[config.mk]
export PLATFORM = sky130hd
export DESIGN_NAME = spi_cmd_ctrl
export DESIGN_NICKNAME = d
export VERILOG_FILES = /design/src/rtl/spi_cmd_pkg.sv /design/src/rtl/spi_edge_det.sv /design/src/rtl/spi_cmd_ctrl.sv
export SDC_FILE = /design/constraint.sdc
export NUM_CORES = 1
export LEC_CHECK = 0
export CORE_MARGIN = 1
export CORE_UTILIZATION = 48
export CTS_BUF_LIST = sky130_fd_sc_hd__clkbuf_4 sky130_fd_sc_hd__clkbuf_8 sky130_fd_sc_hd__clkbuf_16
export DETAILED_ROUTE_END_ITERATION = 10
export GPL_TIMING_DRIVEN = 0
export PLACE_DENSITY = 0.76
export SLEW_MARGIN = 20
export SYNTH_ARGS = -nofsm -noshare
export SYNTH_HDL_FRONTEND = slang
export SYNTH_SLANG_ARGS = --single-unit
[constraint.sdc]
create_clock -name clk -period 2.25 [get_ports clk]
set_input_delay 0.45 -clock clk [delete_from_list [all_inputs] [get_ports clk]]
set_output_delay 0.45 -clock clk [all_outputs]
set_load 0.005 [all_outputs]
[src/rtl/spi_cmd_pkg.sv]
`default_nettype none
// ============================================================================
// Module      : spi_cmd_pkg
// Description : Shared types and constants for the SPI command sequencer.
//               Holds the sequencer state encoding, the 16-bit header word
//               layout {rw, addr, len} and the address/length field widths.
// Revision    : 1.0 - initial release
// ============================================================================
package spi_cmd_pkg;

    localparam int ADDR_WIDTH = 7;
    localparam int LEN_WIDTH  = 8;
    localparam int HDR_WIDTH  = 1 + ADDR_WIDTH + LEN_WIDTH;

    typedef enum logic [2:0] {
        IDLE     = 3'd0,
        WR       = 3'd1,
        RD_FETCH = 3'd2,
        RD_WAIT  = 3'd3,
        RD_SHIFT = 3'd4
    } state_t;

    // Header word: bit 15 = rw (1 = read), [14:8] = start address, [7:0] = burst length
    typedef struct packed {
        logic                  rw;
        logic [ADDR_WIDTH-1:0] addr;
        logic [LEN_WIDTH-1:0]  len;
    } hdr_t;

endpackage
`default_nettype wire

[src/rtl/spi_edge_det.sv]
`default_nettype none
// ============================================================================
// Module      : spi_edge_det
// Description : 1-bit rising-edge detector. The history flop resets to
//               RESET_VAL so that a signal idling at that level after reset
//               does not produce a spurious edge.
// Ports       : clk     - system clock
//               rst_n   - asynchronous active-low reset
//               d_i     - level input (synchronous to clk)
//               rise_o  - high while d_i=1 and its registered copy is 0
// Revision    : 1.0 - initial release
// ============================================================================
module spi_edge_det #(
    parameter logic RESET_VAL = 1'b0
) (
    input  logic clk,
    input  logic rst_n,
    input  logic d_i,
    output logic rise_o
);

    logic prev_q;

    always_ff @(posedge clk or negedge rst_n) begin
        if (!rst_n) begin
            prev_q <= RESET_VAL;
        end else begin
            prev_q <= d_i;
        end
    end

    assign rise_o = d_i & ~prev_q;

endmodule
`default_nettype wire

[src/rtl/spi_cmd_ctrl.sv]
`default_nettype none
// ============================================================================
// Module      : spi_cmd_ctrl
// Description : Command sequencer between an SPI slave word interface and a
//               register file. A header word {rw, addr, len} starts a burst
//               write (len data words follow) or a burst read (each register
//               word is fetched, presented on tx_data_o, and shifted out by
//               the master's next dummy word). A chip-select rise mid-frame
//               aborts back to IDLE with a one-cycle frame_err_o pulse.
// Options     : `define SPI_CMD_TIMEOUT_EN adds an inter-word watchdog that
//               aborts a stalled WR / RD_SHIFT frame after TIMEOUT_CYCLES.
// Ports       : clk, rst_n         - clock, asynchronous active-low reset
//               cs_i               - SPI chip-select (active low, synchronous)
//               rx_valid_i/rx_data_i - receive word level / data
//               tx_valid_o/tx_data_o - transmit load pulse / data
//               tx_ready_i         - transmit done pulse (not needed here)
//               reg_*              - register file write/read interface
//               busy_o             - high while a frame is in progress
//               frame_err_o        - one-cycle pulse on abort
// Revision    : 1.0 - initial release
// ============================================================================
module spi_cmd_ctrl #(
    parameter int DATA_SIZE      = 16,
    parameter int ADDR_WIDTH     = 7,
    parameter int LEN_WIDTH      = 8,
    parameter int TIMEOUT_CYCLES = 4096
) (
    input  logic                  clk,
    input  logic                  rst_n,
    input  logic                  cs_i,
    input  logic                  rx_valid_i,
    input  logic [DATA_SIZE-1:0]  rx_data_i,
    output logic                  tx_valid_o,
    output logic [DATA_SIZE-1:0]  tx_data_o,
    input  logic                  tx_ready_i,
    output logic                  reg_wr_en_o,
    output logic                  reg_rd_en_o,
    output logic [ADDR_WIDTH-1:0] reg_addr_o,
    output logic [DATA_SIZE-1:0]  reg_wdata_o,
    input  logic [DATA_SIZE-1:0]  reg_rdata_i,
    input  logic                  reg_rd_valid_i,
    output logic                  busy_o,
    output logic                  frame_err_o
);

    import spi_cmd_pkg::*;

    // The header layout is fixed by the package; refuse inconsistent widths.
    if ((DATA_SIZE != 1 + ADDR_WIDTH + LEN_WIDTH) || (DATA_SIZE != $bits(hdr_t))) begin : g_cfg_check
        $error("spi_cmd_ctrl: DATA_SIZE must equal 1+ADDR_WIDTH+LEN_WIDTH and match hdr_t");
    end

    state_t                 state_q;
    logic [ADDR_WIDTH-1:0]  addr_q;
    logic [LEN_WIDTH-1:0]   cnt_q;
    logic                   tx_pend_q;
    logic                   tx_valid_q;
    logic [DATA_SIZE-1:0]   tx_data_q;
    logic                   wr_en_q;
    logic                   rd_en_q;
    logic [ADDR_WIDTH-1:0]  reg_addr_q;
    logic [DATA_SIZE-1:0]   wdata_q;
    logic                   ferr_q;

    logic                   w_rx_rise;
    logic                   w_cs_rise;
    logic                   w_word;
    logic                   w_timeout;
    logic                   w_abort;
    hdr_t                   w_hdr;
    logic                   w_unused_tx_ready;

    // rx_valid idles high between frames, so its history starts at 1.
    spi_edge_det #(.RESET_VAL(1'b1)) u_rx_edge (
        .clk    (clk),
        .rst_n  (rst_n),
        .d_i    (rx_valid_i),
        .rise_o (w_rx_rise)
    );

    // cs idles high (deasserted), so its history also starts at 1.
    spi_edge_det #(.RESET_VAL(1'b1)) u_cs_edge (
        .clk    (clk),
        .rst_n  (rst_n),
        .d_i    (cs_i),
        .rise_o (w_cs_rise)
    );

    assign w_word  = w_rx_rise & ~cs_i;
    assign w_hdr   = hdr_t'(rx_data_i);
    assign w_abort = (w_cs_rise | w_timeout) & (state_q != IDLE);

    // Transmit completion is implied by the master's next dummy word.
    assign w_unused_tx_ready = tx_ready_i;

`ifdef SPI_CMD_TIMEOUT_EN
    localparam int TO_W = $clog2(TIMEOUT_CYCLES + 1);

    logic [TO_W-1:0] to_cnt_q;

    // Saturating cycles-since-last-word counter; only WR and RD_SHIFT wait on the master.
    always_ff @(posedge clk or negedge rst_n) begin
        if (!rst_n) begin
            to_cnt_q <= '0;
        end else if (w_word || (state_q == IDLE)) begin
            to_cnt_q <= '0;
        end else if (to_cnt_q != TO_W'(TIMEOUT_CYCLES)) begin
            to_cnt_q <= to_cnt_q + 1'b1;
        end
    end

    assign w_timeout = (to_cnt_q == TO_W'(TIMEOUT_CYCLES)) &&
                       ((state_q == WR) || (state_q == RD_SHIFT));
`else
    logic w_unused_timeout;

    assign w_timeout        = 1'b0;
    assign w_unused_timeout = (TIMEOUT_CYCLES != 0);
`endif

    always_ff @(posedge clk or negedge rst_n) begin
        if (!rst_n) begin
            state_q    <= IDLE;
            addr_q     <= '0;
            cnt_q      <= '0;
            tx_pend_q  <= 1'b0;
            tx_valid_q <= 1'b0;
            tx_data_q  <= '0;
            wr_en_q    <= 1'b0;
            rd_en_q    <= 1'b0;
            reg_addr_q <= '0;
            wdata_q    <= '0;
            ferr_q     <= 1'b0;
        end else begin
            wr_en_q    <= 1'b0;
            rd_en_q    <= 1'b0;
            tx_valid_q <= 1'b0;
            ferr_q     <= 1'b0;

            if (w_abort) begin
                // Abort outranks everything, including a same-cycle word event;
                // a pending tx_valid is suppressed and late read data is dropped.
                state_q   <= IDLE;
                ferr_q    <= 1'b1;
                tx_pend_q <= 1'b0;
            end else begin
                // Read data lands in tx_data one cycle before the load pulse.
                if (tx_pend_q) begin
                    tx_valid_q <= 1'b1;
                    tx_pend_q  <= 1'b0;
                end

                case (state_q)
                    IDLE: begin
                        // len==0 is a no-op header: stay idle, no strobes.
                        if (w_word && (w_hdr.len != '0)) begin
                            addr_q  <= w_hdr.addr;
                            cnt_q   <= w_hdr.len;
                            state_q <= w_hdr.rw ? RD_FETCH : WR;
                        end
                    end
                    WR: begin
                        if (w_word) begin
                            wr_en_q    <= 1'b1;
                            reg_addr_q <= addr_q;
                            wdata_q    <= rx_data_i;
                            addr_q     <= addr_q + 1'b1;
                            cnt_q      <= cnt_q - 1'b1;
                            // cnt is at least 1 here, so the decrement never underflows.
                            if (cnt_q == LEN_WIDTH'(1)) begin
                                state_q <= IDLE;
                            end
                        end
                    end
                    RD_FETCH: begin
                        rd_en_q    <= 1'b1;
                        reg_addr_q <= addr_q;
                        state_q    <= RD_WAIT;
                    end
                    RD_WAIT: begin
                        if (reg_rd_valid_i) begin
                            tx_data_q <= reg_rdata_i;
                            tx_pend_q <= 1'b1;
                            addr_q    <= addr_q + 1'b1;
                            cnt_q     <= cnt_q - 1'b1;
                            state_q   <= RD_SHIFT;
                        end
                    end
                    RD_SHIFT: begin
                        // The dummy word shifted out the presented word; its data is discarded.
                        if (w_word) begin
                            state_q <= (cnt_q != '0) ? RD_FETCH : IDLE;
                        end
                    end
                    default: begin
                        state_q <= IDLE;
                    end
                endcase
            end
        end
    end

    assign tx_valid_o  = tx_valid_q;
    assign tx_data_o   = tx_data_q;
    assign reg_wr_en_o = wr_en_q;
    assign reg_rd_en_o = rd_en_q;
    assign reg_addr_o  = reg_addr_q;
    assign reg_wdata_o = wdata_q;
    assign busy_o      = (state_q != IDLE);
    assign frame_err_o = ferr_q;

endmodule
`default_nettype wire

Word-level counts from Yosys, hierarchy flattened. Index checks and enable logic that the tools add are counted.

$add $sub $neg: 2. Multipliers: 0. Div/mod/pow operators: 0. Magnitude comparators: 0. Equality and inequality tests: 13. Shifts and indexed selects: 0. Mux-type cells: 30. Bitwise gates (word level): 8. Reduce and logical (&&, ||, !) cells: 12.

Operators with widths (number): 2-to-1 mux 7 bit (4); 2-to-1 mux 8 bit (3); one-hot mux 8 bit (3 select lines) (1); one-hot mux 7 bit (3 select lines) (1); 2-to-1 mux 3 bit (6); nonzero test 8 bit (2); != test 3 bit, second input constant (5); one-hot mux 3 bit (5 select lines) (1); one-hot mux 7 bit (2 select lines) (1); 2-to-1 mux 1 bit (11); AND reduction 5 bit (2); AND reduction 3 bit (3); == test 8 x 1 -> 1 bit, second input constant (1); subtractor 8 x 1 -> 8 bit, second input constant (1); adder 7 x 1 -> 7 bit, second input constant (1); == test 3 x 2 -> 1 bit, second input constant (2); != test 2 bit, second input constant (3); nonzero test 3 bit (2); bitwise AND 1 bit (4); 2-to-1 mux 2 bit (2); NOT 1 bit (4); == test 3 x 1 -> 1 bit, second input constant (1); == test 3 bit, second input constant (1); zero test 3 bit (1); other kinds (2) (2).

Register bits: 64. Latch bits: 0. Bits in writable memories: 0. Bits in read-only memories: 0. Bits of input ports: 38. Memories: 0.

Logic depth before layout (Yosys ltp). Gate-level depths: netlist of run 1.

Depth in word-level cells: 7. Gate-level depth with buffers: 7.

Cells and area by module. A second synthesis of run 1 with hierarchy kept.

Cells, all modules: 278. Area, all modules: 2941.6 sq um.

Modules (own cells, without submodules): spi_cmd_ctrl (instances 1, cells each 274, area each 2861.5 sq um, seq. area each 1551.5 sq um); spi_edge_det (instances 2, cells each 2, area each 40.0 sq um, seq. area each 26.3 sq um).

Worst setup path before layout of run 1. OpenSTA, ideal clock, no wires.

Path type: input-to-reg. Start point: input port cs_i. End point: register addr_q[1]. Library setup time: 0.128 ns. Data arrival time: 1.837 ns. Slack: 0.285 ns. Cell stages on the path: 5. Buffers on the path: 1. Cell sequence: or4b_1 -> a31o_1 -> buf_6 -> a21oi_4 -> mux2_1.

Cells in the longest elaborated chain, start to end: 5.

RTL lines: from (decl) (RTL line spi_cmd_ctrl.sv:30) `input logic cs_i,`; NOT 1 bit (RTL line spi_cmd_ctrl.sv:89) `assign w_word = w_rx_rise & ~cs_i;`; bitwise AND 1 bit (RTL line spi_cmd_ctrl.sv:89); logical AND 1 bit (RTL line spi_cmd_ctrl.sv:156) `if (w_word && (w_hdr.len != '0)) begin`; != test 2 bit (no line); AND reduction 5 bit (no line) *; to (signal assigned) (RTL line spi_cmd_ctrl.sv:157) `addr_q <= w_hdr.addr;`; to (signal assigned) (RTL line spi_cmd_ctrl.sv:167) `addr_q <= addr_q + 1'b1;`; to (signal assigned) (RTL line spi_cmd_ctrl.sv:184) `addr_q <= addr_q + 1'b1;`; to (decl) (RTL line spi_cmd_ctrl.sv:54) `logic [ADDR_WIDTH-1:0] addr_q;`.

Every way passes the cells marked *; elsewhere a longest branch is shown, timed or not. A chain may end at the register's enable or synchronous reset.

Worst setup path after layout of run 1. Ends and elaborated chain as after synthesis.

==> metrics.cfg, run 1 <==
[finish]
stdcell_area_um2 = 4192
area_growth_pct = 38.54
fill_cells = 444
final_nets = 390
n_antenna_cell = 0
drive_gt1_share_pct = 23.45

[sta]
timing.final.crit_period_ps = 2151
fmax_mhz = 464.8
setup_violations = 0
maxSlewHeadroom_pct = 61.32
tightest_slew_ps = 574.8
fin_skew_ps = 7.009
period_share_pct = 95.62
hold_violations = 0
finalMaxSlewViolations = 0
rsz0062_at_grt = no

[placement]
dp_hpwl_um = 5158
gp_congestion = 0.8328
io_buffer_count = 80
dpl-instance-area_um2 = 3938

[global_routing]
grt_pass1_vias = 2323
grt_max_degree = 36
grt-ovfl-total = 0
track_usage_pct = 24.24
grt_first_pass_wirelength_um = 11760
antenna_found_initial = 0

[die]
dieHeight_um = 81.39
pin_count = 82
start_util_pct = 50.50
die-area_um2 = 6624
core_region_area_um2 = 5991
rows = 28
die_x_um = 81.39

[critical_path]
max_stage_delay_ps = 580
worstSetupPathType = in -> reg
crit_slowest_cell = or4b_4
cp_data_arrival_time_ps = 2380
crit_required_ps = 2480
crit_chain = clkdlybuf4s50_1 -> or4b_4 -> a31o_1 -> buf_6 -> a21oi_4 -> mux2_1
setup.worst_path.end_class = flop
startpoint_type = input port
reg2regPathDepth = 5
cp_max_fo = 9

[yosys]
syn_area_per_cell_um2 = 12.01
syn_inst = 252
synth-main-ff-cell = dfrtp_1
yosysTopAreaCell = dfrtp_1
synth_area_um2 = 3025
synth_seq_area_share_pct = 53.02
synth_edf_count = 0
yosysTopAreaCellShare_pct = 51.28
synth_nets = 293
yosysUniqueCellTypes = 54
ys_warn_count = 0
async_reset_ff_share_pct = 100.0
ys_seq_elements = 64
synth_top_cells_by_area = dfrtp_1 51%, mux2_2 15%, dfstp_2 1.7%, o21ai_0 1.7%, nand3_1 1.5%

[min_path]
min_path_type = in -> async

[drt]
vias = 2499
vias_per_cell = 5.825
drt_pass1_iterations = 4
drt_iter0_drc = 196
wire_per_inst_um = 16.95
drt_wl_total_um = 7272
drc = 0
ant_nets = 0

[outcome]
status = finished clean

[power_and_ir_drop]
peakVddDrop_mv = 0.7194
p_per_area_nw_per_um2 = 1308
p_leak_nw = 1.806
total_power_mw = 5.482

[cts]
path_clk_slew_ps = 70
cts.path.max_buffers = 2
cts.sinks = 64
cts_made_buffers = 9
clk_latency_ps = 340
cts-root-buf = clkbuf_8
cts_tree = built
ctsHoldBuffers = 0
htreeDepth = 3

[job]
drv_cap = 0

==> path summary, 6_finish.rpt <==
check / from / endpoint / slack [ps]
max: cs_i / addr_q[1] / 100
min: rst_n / tx_data_o[2] / 30
max reg2reg: state_q[1] / reg_addr_o[3] / 170
min reg2reg: tx_pend_q / tx_valid_o / 470
max in group asynchronous: rst_n / u_rx_edge.prev_q / 1640
min in group clk: tx_pend_q / tx_valid_o / 470
==> flip-flops by register name, summed over array words and instances, names as in the netlist <==
register          count
tx_pend_q             1
tx_valid_o            1
reg_wr_en_o           1
tx_data_o            16
cnt_q                 8
u_cs_edge.prev_q      1
addr_q                7
frame_err_o           1
u_rx_edge.prev_q      1
reg_wdata_o          16
reg_rd_en_o           1
reg_addr_o            7
state_q               3
==> power breakdown <==
part,internal [mW],switching (mW)
registers,1.64,0.331
logic,1.45,1.07
clock network,0.536,0.453
total,3.62,1.86
==> cell type report <==
class	instances	area, um^2	share of cell area [%]
sequential	64	1604	38.27
clock buffer	10	137.6	3.284
clock inverter	6	58.81	1.403
timing repair buffer	86	855.8	20.42
buffer	12	60.06	1.433
inverter	10	37.54	0.8955
multi-input combinational	166	1344	32.06
tap	75	93.84	2.239
==> critical path, delay by kind of cell <==
kind	cells	cell delay [ps]
compound gates	2	340
buf+inv	2	670
mux	1	330
simple gates	1	580
==> routing by layer <==
layer / wire [um] / track usage (%) / part of all wire (%) / up-vias
met5: 0 / 0 / 0 / -
met4: 88 / 8.214 / 1.2 / 0
met3: 417 / 5.169 / 5.7 / 9
met2: 3609 / 37.33 / 50 / 89
met1: 3156 / 33.79 / 43 / 1260
li1: - / - / - / 1141
==> placed cells by master (no fill, tap or decap), drive strengths merged, types with 2 or more instances in the layout <==
cell,synthesis,layout
a22oi,2,2
a2bb2oi,5,5
inv,10,10
o21ai,11,11
o221ai,2,2
nand3,9,9
ha,3,3
mux2i,3,3
clkinv,0,5
nor3b,3,3
or4,3,3
o22ai,2,2
clkdlybuf4s50,0,79
a221o,2,2
nor3,4,4
nand2b,2,2
nor4,2,2
nor2,11,11
clkbuf,5,15
nor2b,4,4
dfrtp,62,62
and3,4,4
o211ai,4,4
a31oi,3,3
buf,7,14
nand4,2,2
or3b,2,2
nand2,9,9
mux2,40,40
o2bb2ai,4,4
dfstp,2,2
a211oi,6,6
a21oi,8,8
==> per-stage QoR <==
step	hold WS (ps)	setup slack (ps)	cells	setup TNS [ps]	util (%)
floorplan	154.4	285.1	252	0	-
finish	28.45	98.59	429	0	69.97
global placement	443.2	-1345	407	-92080	65.43
CTS	46.52	9.067	426	0	69.42
detailed placement	403.9	-422.7	408	-8036	65.73
global route	49.78	2.892	429	0	69.97
==> kinds of logic after synthesis <==
family | count (synthesis) | share of synthesized area (%)
flops | 64 | 53.02
compound gates | 60 | 14.97
simple gates | 60 | 11.66
mux | 43 | 15.88
buf+inv | 22 | 3.226
fa+ha+maj | 3 | 1.241
==> synth_stat cells (2+ instances only) <==
cell type and number:
a211oi_1 6, a21oi_1 7, a221o_1 2, a22oi_1 2
a2bb2oi_1 5, a31oi_1 3, and3_1 4, buf_2 6
clkbuf_1 5, dfrtp_1 62, dfstp_2 2, ha_1 3
inv_1 10, mux2_2 39, mux2i_1 3, nand2_1 9
nand2b_1 2, nand3_1 9, nor2_1 11, nor2b_1 4
nor3_1 2, nor3_2 2, nor3b_1 3, nor4_1 2
o211ai_1 3, o21ai_0 10, o221ai_1 2, o22ai_1 2
o2bb2ai_1 4, or3b_2 2, or4_1 3
==> repair_timing <==
action                                  CTS  global route
resized for setup                         2             2
endpoints found under the setup margin    4            11
buffers inserted                          2             3
pin swaps                                 0             2
(Power assumes the default switching activity.)
==> run 2: changes to the inputs <==
--- a/config.mk
+++ b/config.mk
@@ -6,11 +6,10 @@
 export NUM_CORES = 1
 export LEC_CHECK = 0
 export CORE_MARGIN = 1
-export CORE_UTILIZATION = 48
+export CORE_UTILIZATION = 35
 export CTS_BUF_LIST = sky130_fd_sc_hd__clkbuf_4 sky130_fd_sc_hd__clkbuf_8 sky130_fd_sc_hd__clkbuf_16
 export DETAILED_ROUTE_END_ITERATION = 10
-export GPL_TIMING_DRIVEN = 0
-export PLACE_DENSITY = 0.76
+export PLACE_DENSITY = 0.57
 export SLEW_MARGIN = 20
 export SYNTH_ARGS = -nofsm -noshare
 export SYNTH_HDL_FRONTEND = slang
==> metrics.cfg, run 2 (synthesized netlist as in run 1, its figures left out) <==
[finish]
layout_common_cells = 79 x clkdlybuf4s50_1, 62 x dfrtp_1, 39 x mux2_2, 30 x buf_4, 11 x nor2_1
regArea_um2 = 1604  ; unchanged
final_common_cell = clkdlybuf4s50_1
final_nets = 406  ; +4.1%
final_util_pct = 53.31  ; -17 points
multi_input_area_um2 = 1330  ; -1.0%
n_antenna_cell = 0  ; unchanged
drive_gt1_share_pct = 27.30  ; +3.9 points
area_growth_pct = 46.24
fill_cells = 743  ; +67%

[drt]
drt_iter0_drc = 68  ; -65%
wire_per_inst_um = 15.81  ; -6.7%
drc = 0  ; unchanged
drt_wl_total_um = 7511  ; +3.3%
vias = 2445  ; -2.2%
ant_nets = 0  ; unchanged
drt_pass1_iterations = 4  ; unchanged
vias_per_cell = 5.147  ; -12%

[cts]
cts.path.max_buffers = 2  ; unchanged
clk_latency_ps = 350  ; about the same
htreeDepth = 3  ; unchanged
ctsHoldBuffers = 0  ; unchanged
cts.sinks = 64  ; unchanged
cts_made_buffers = 9  ; unchanged
path_clk_slew_ps = 80  ; about the same
cts-root-buf = clkbuf_8
cts_tree = built

[power_and_ir_drop]
total_power_mw = 5.733  ; +4.6%
p_leak_nw = 1.923  ; +6.5%
p_per_area_nw_per_um2 = 1296  ; -0.93%
peakVddDrop_mv = 0.4828  ; -33%

[critical_path]
r2r_slack_ps = 220  ; +50 ps
cp_data_arrival_time_ps = 2420  ; +40 ps
worstSetupPathType = in -> reg
startpoint_type = input port
crit_required_ps = 2520  ; +40 ps
setup.worst_path.end_class = flop
cp_max_fo = 5  ; -4

[die]
die-area_um2 = 9020  ; +36%
die_x_um = 94.98  ; +17%
pin_count = 82  ; unchanged
dieHeight_um = 94.98  ; +17%
start_util_pct = 36.45  ; -14 points
core_region_area_um2 = 8299  ; +39%
rows = 33  ; +18%

[sta]
finalMaxSlewViolations = 0  ; unchanged
fin_skew_ps = 8.130  ; +1.121 ps
period_share_pct = 95.52  ; -0.098 points
worst_slack_ps = 100.8  ; +2.203 ps
tightest_slew_ps = 606.6  ; +31.74 ps
fmax_mhz = 465.3  ; +0.10%
rsz0062_at_grt = no
timing.final.crit_period_ps = 2149  ; -2.203 ps
fin_hold_ws_ps = 77.70  ; +49.25 ps
maxSlewHeadroom_pct = 59.19  ; -2.1 points
setup_violations = 0  ; unchanged
setup_tns_ps = 0  ; unchanged
hold_violations = 0  ; unchanged

[global_routing]
grt-ovfl-total = 0  ; unchanged
antenna_found_initial = 0  ; unchanged
grt_first_pass_wirelength_um = 12170  ; +3.5%
grt_pass1_vias = 2426  ; +4.4%
track_usage_pct = 17.99  ; -6.2 points
grt_max_degree = 31  ; -14%

[placement]
gp_congestion = 0.8336  ; about the same
io_buffer_count = 80  ; unchanged
dp_hpwl_um = 5432  ; +5.3%
pre_cts_ws_ps = -228.8  ; +193.8 ps

[outcome]
status = finished clean

[job]
drv_cap = 0  ; unchanged

[min_path]
min_path_type = in -> async

## run 2: cell types whose count changed in the layout (fill, tap and decap cells not counted), sizes merged
cell,previous run,this run
buf,14,35
clkbuf,15,10
clkinv,5,3
bufinv,1,2
clkinvlp,0,1
## run 2: final timing paths
check | from | endpoint | cells after the start
min | rst_n | reg_wdata_o[0] | 1
max in group asynchronous | rst_n | u_cs_edge.prev_q | 2
max reg2reg | cnt_q[4] | state_q[1] | 4
min in group clk | tx_pend_q | tx_valid_o | 1
max | rx_data_i[6] | cnt_q[2] | 6
min reg2reg | tx_pend_q | tx_valid_o | 1
## run 2: cell type report
type                            instances  share of cell area, %
Tap cell                              105                  2.969
Multi-Input combinational cell        166                  30.06
Clock inverter                          6                  1.867
Inverter                               10                 0.8484
Clock buffer                           10                  3.111
Sequential cell                        64                  36.26
Timing Repair Buffer                  114                  24.89
## run 2: repair_timing
item	in CTS	in global routing
hold endpoints to repair	0	0
gates resized for setup	0	1
endpoints found under the setup margin	0	1
buffers inserted	0	1
## run 2: worst max-delay path: stages
cell and delay, ps:
clkdlybuf4s50_1 500, or4_1 650, o211a_1 260, buf_4 150, o221ai_1 250, o2bb2ai_1 150
## run 2: through the flow
| step | std cells | instance area, um^2 |
|---|---|---|
| 3_5_place_dp | 458 | 4190 |
| 3_3_place_gp | 458 | 4190 |
| 4_1_cts | 474 | 4410 |
| 6_report | 475 | 4424 |
| 5_1_grt | 475 | 4424 |
| 2_1_floorplan | 252 | 3025 |
## run 2: where the power goes
| group | total (mW) | leakage (nW) | internal (mW) | switching (mW) |
|---|---|---|---|---|
| Sequential | 1.98 | 0.793 | 1.64 | 0.342 |
| Clock | 1.10 | 0.112 | 0.648 | 0.452 |
| Combinational | 2.65 | 1.02 | 1.58 | 1.07 |
| Total | 5.73 | 1.92 | 3.87 | 1.86 |
## run 2: per-layer routing
metal | wire [um] | vias to the layer above | part of all wire (%) | global-route usage, %
met5 | 0 | - | 0 | 0
met1 | 3584 | 1193 | 48 | 23.68
met2 | 3458 | 56 | 46 | 28.00
met4 | 204 | 0 | 2.7 | 7.702
li1 | - | 1180 | - | -
met3 | 264 | 16 | 3.5 | 4.509
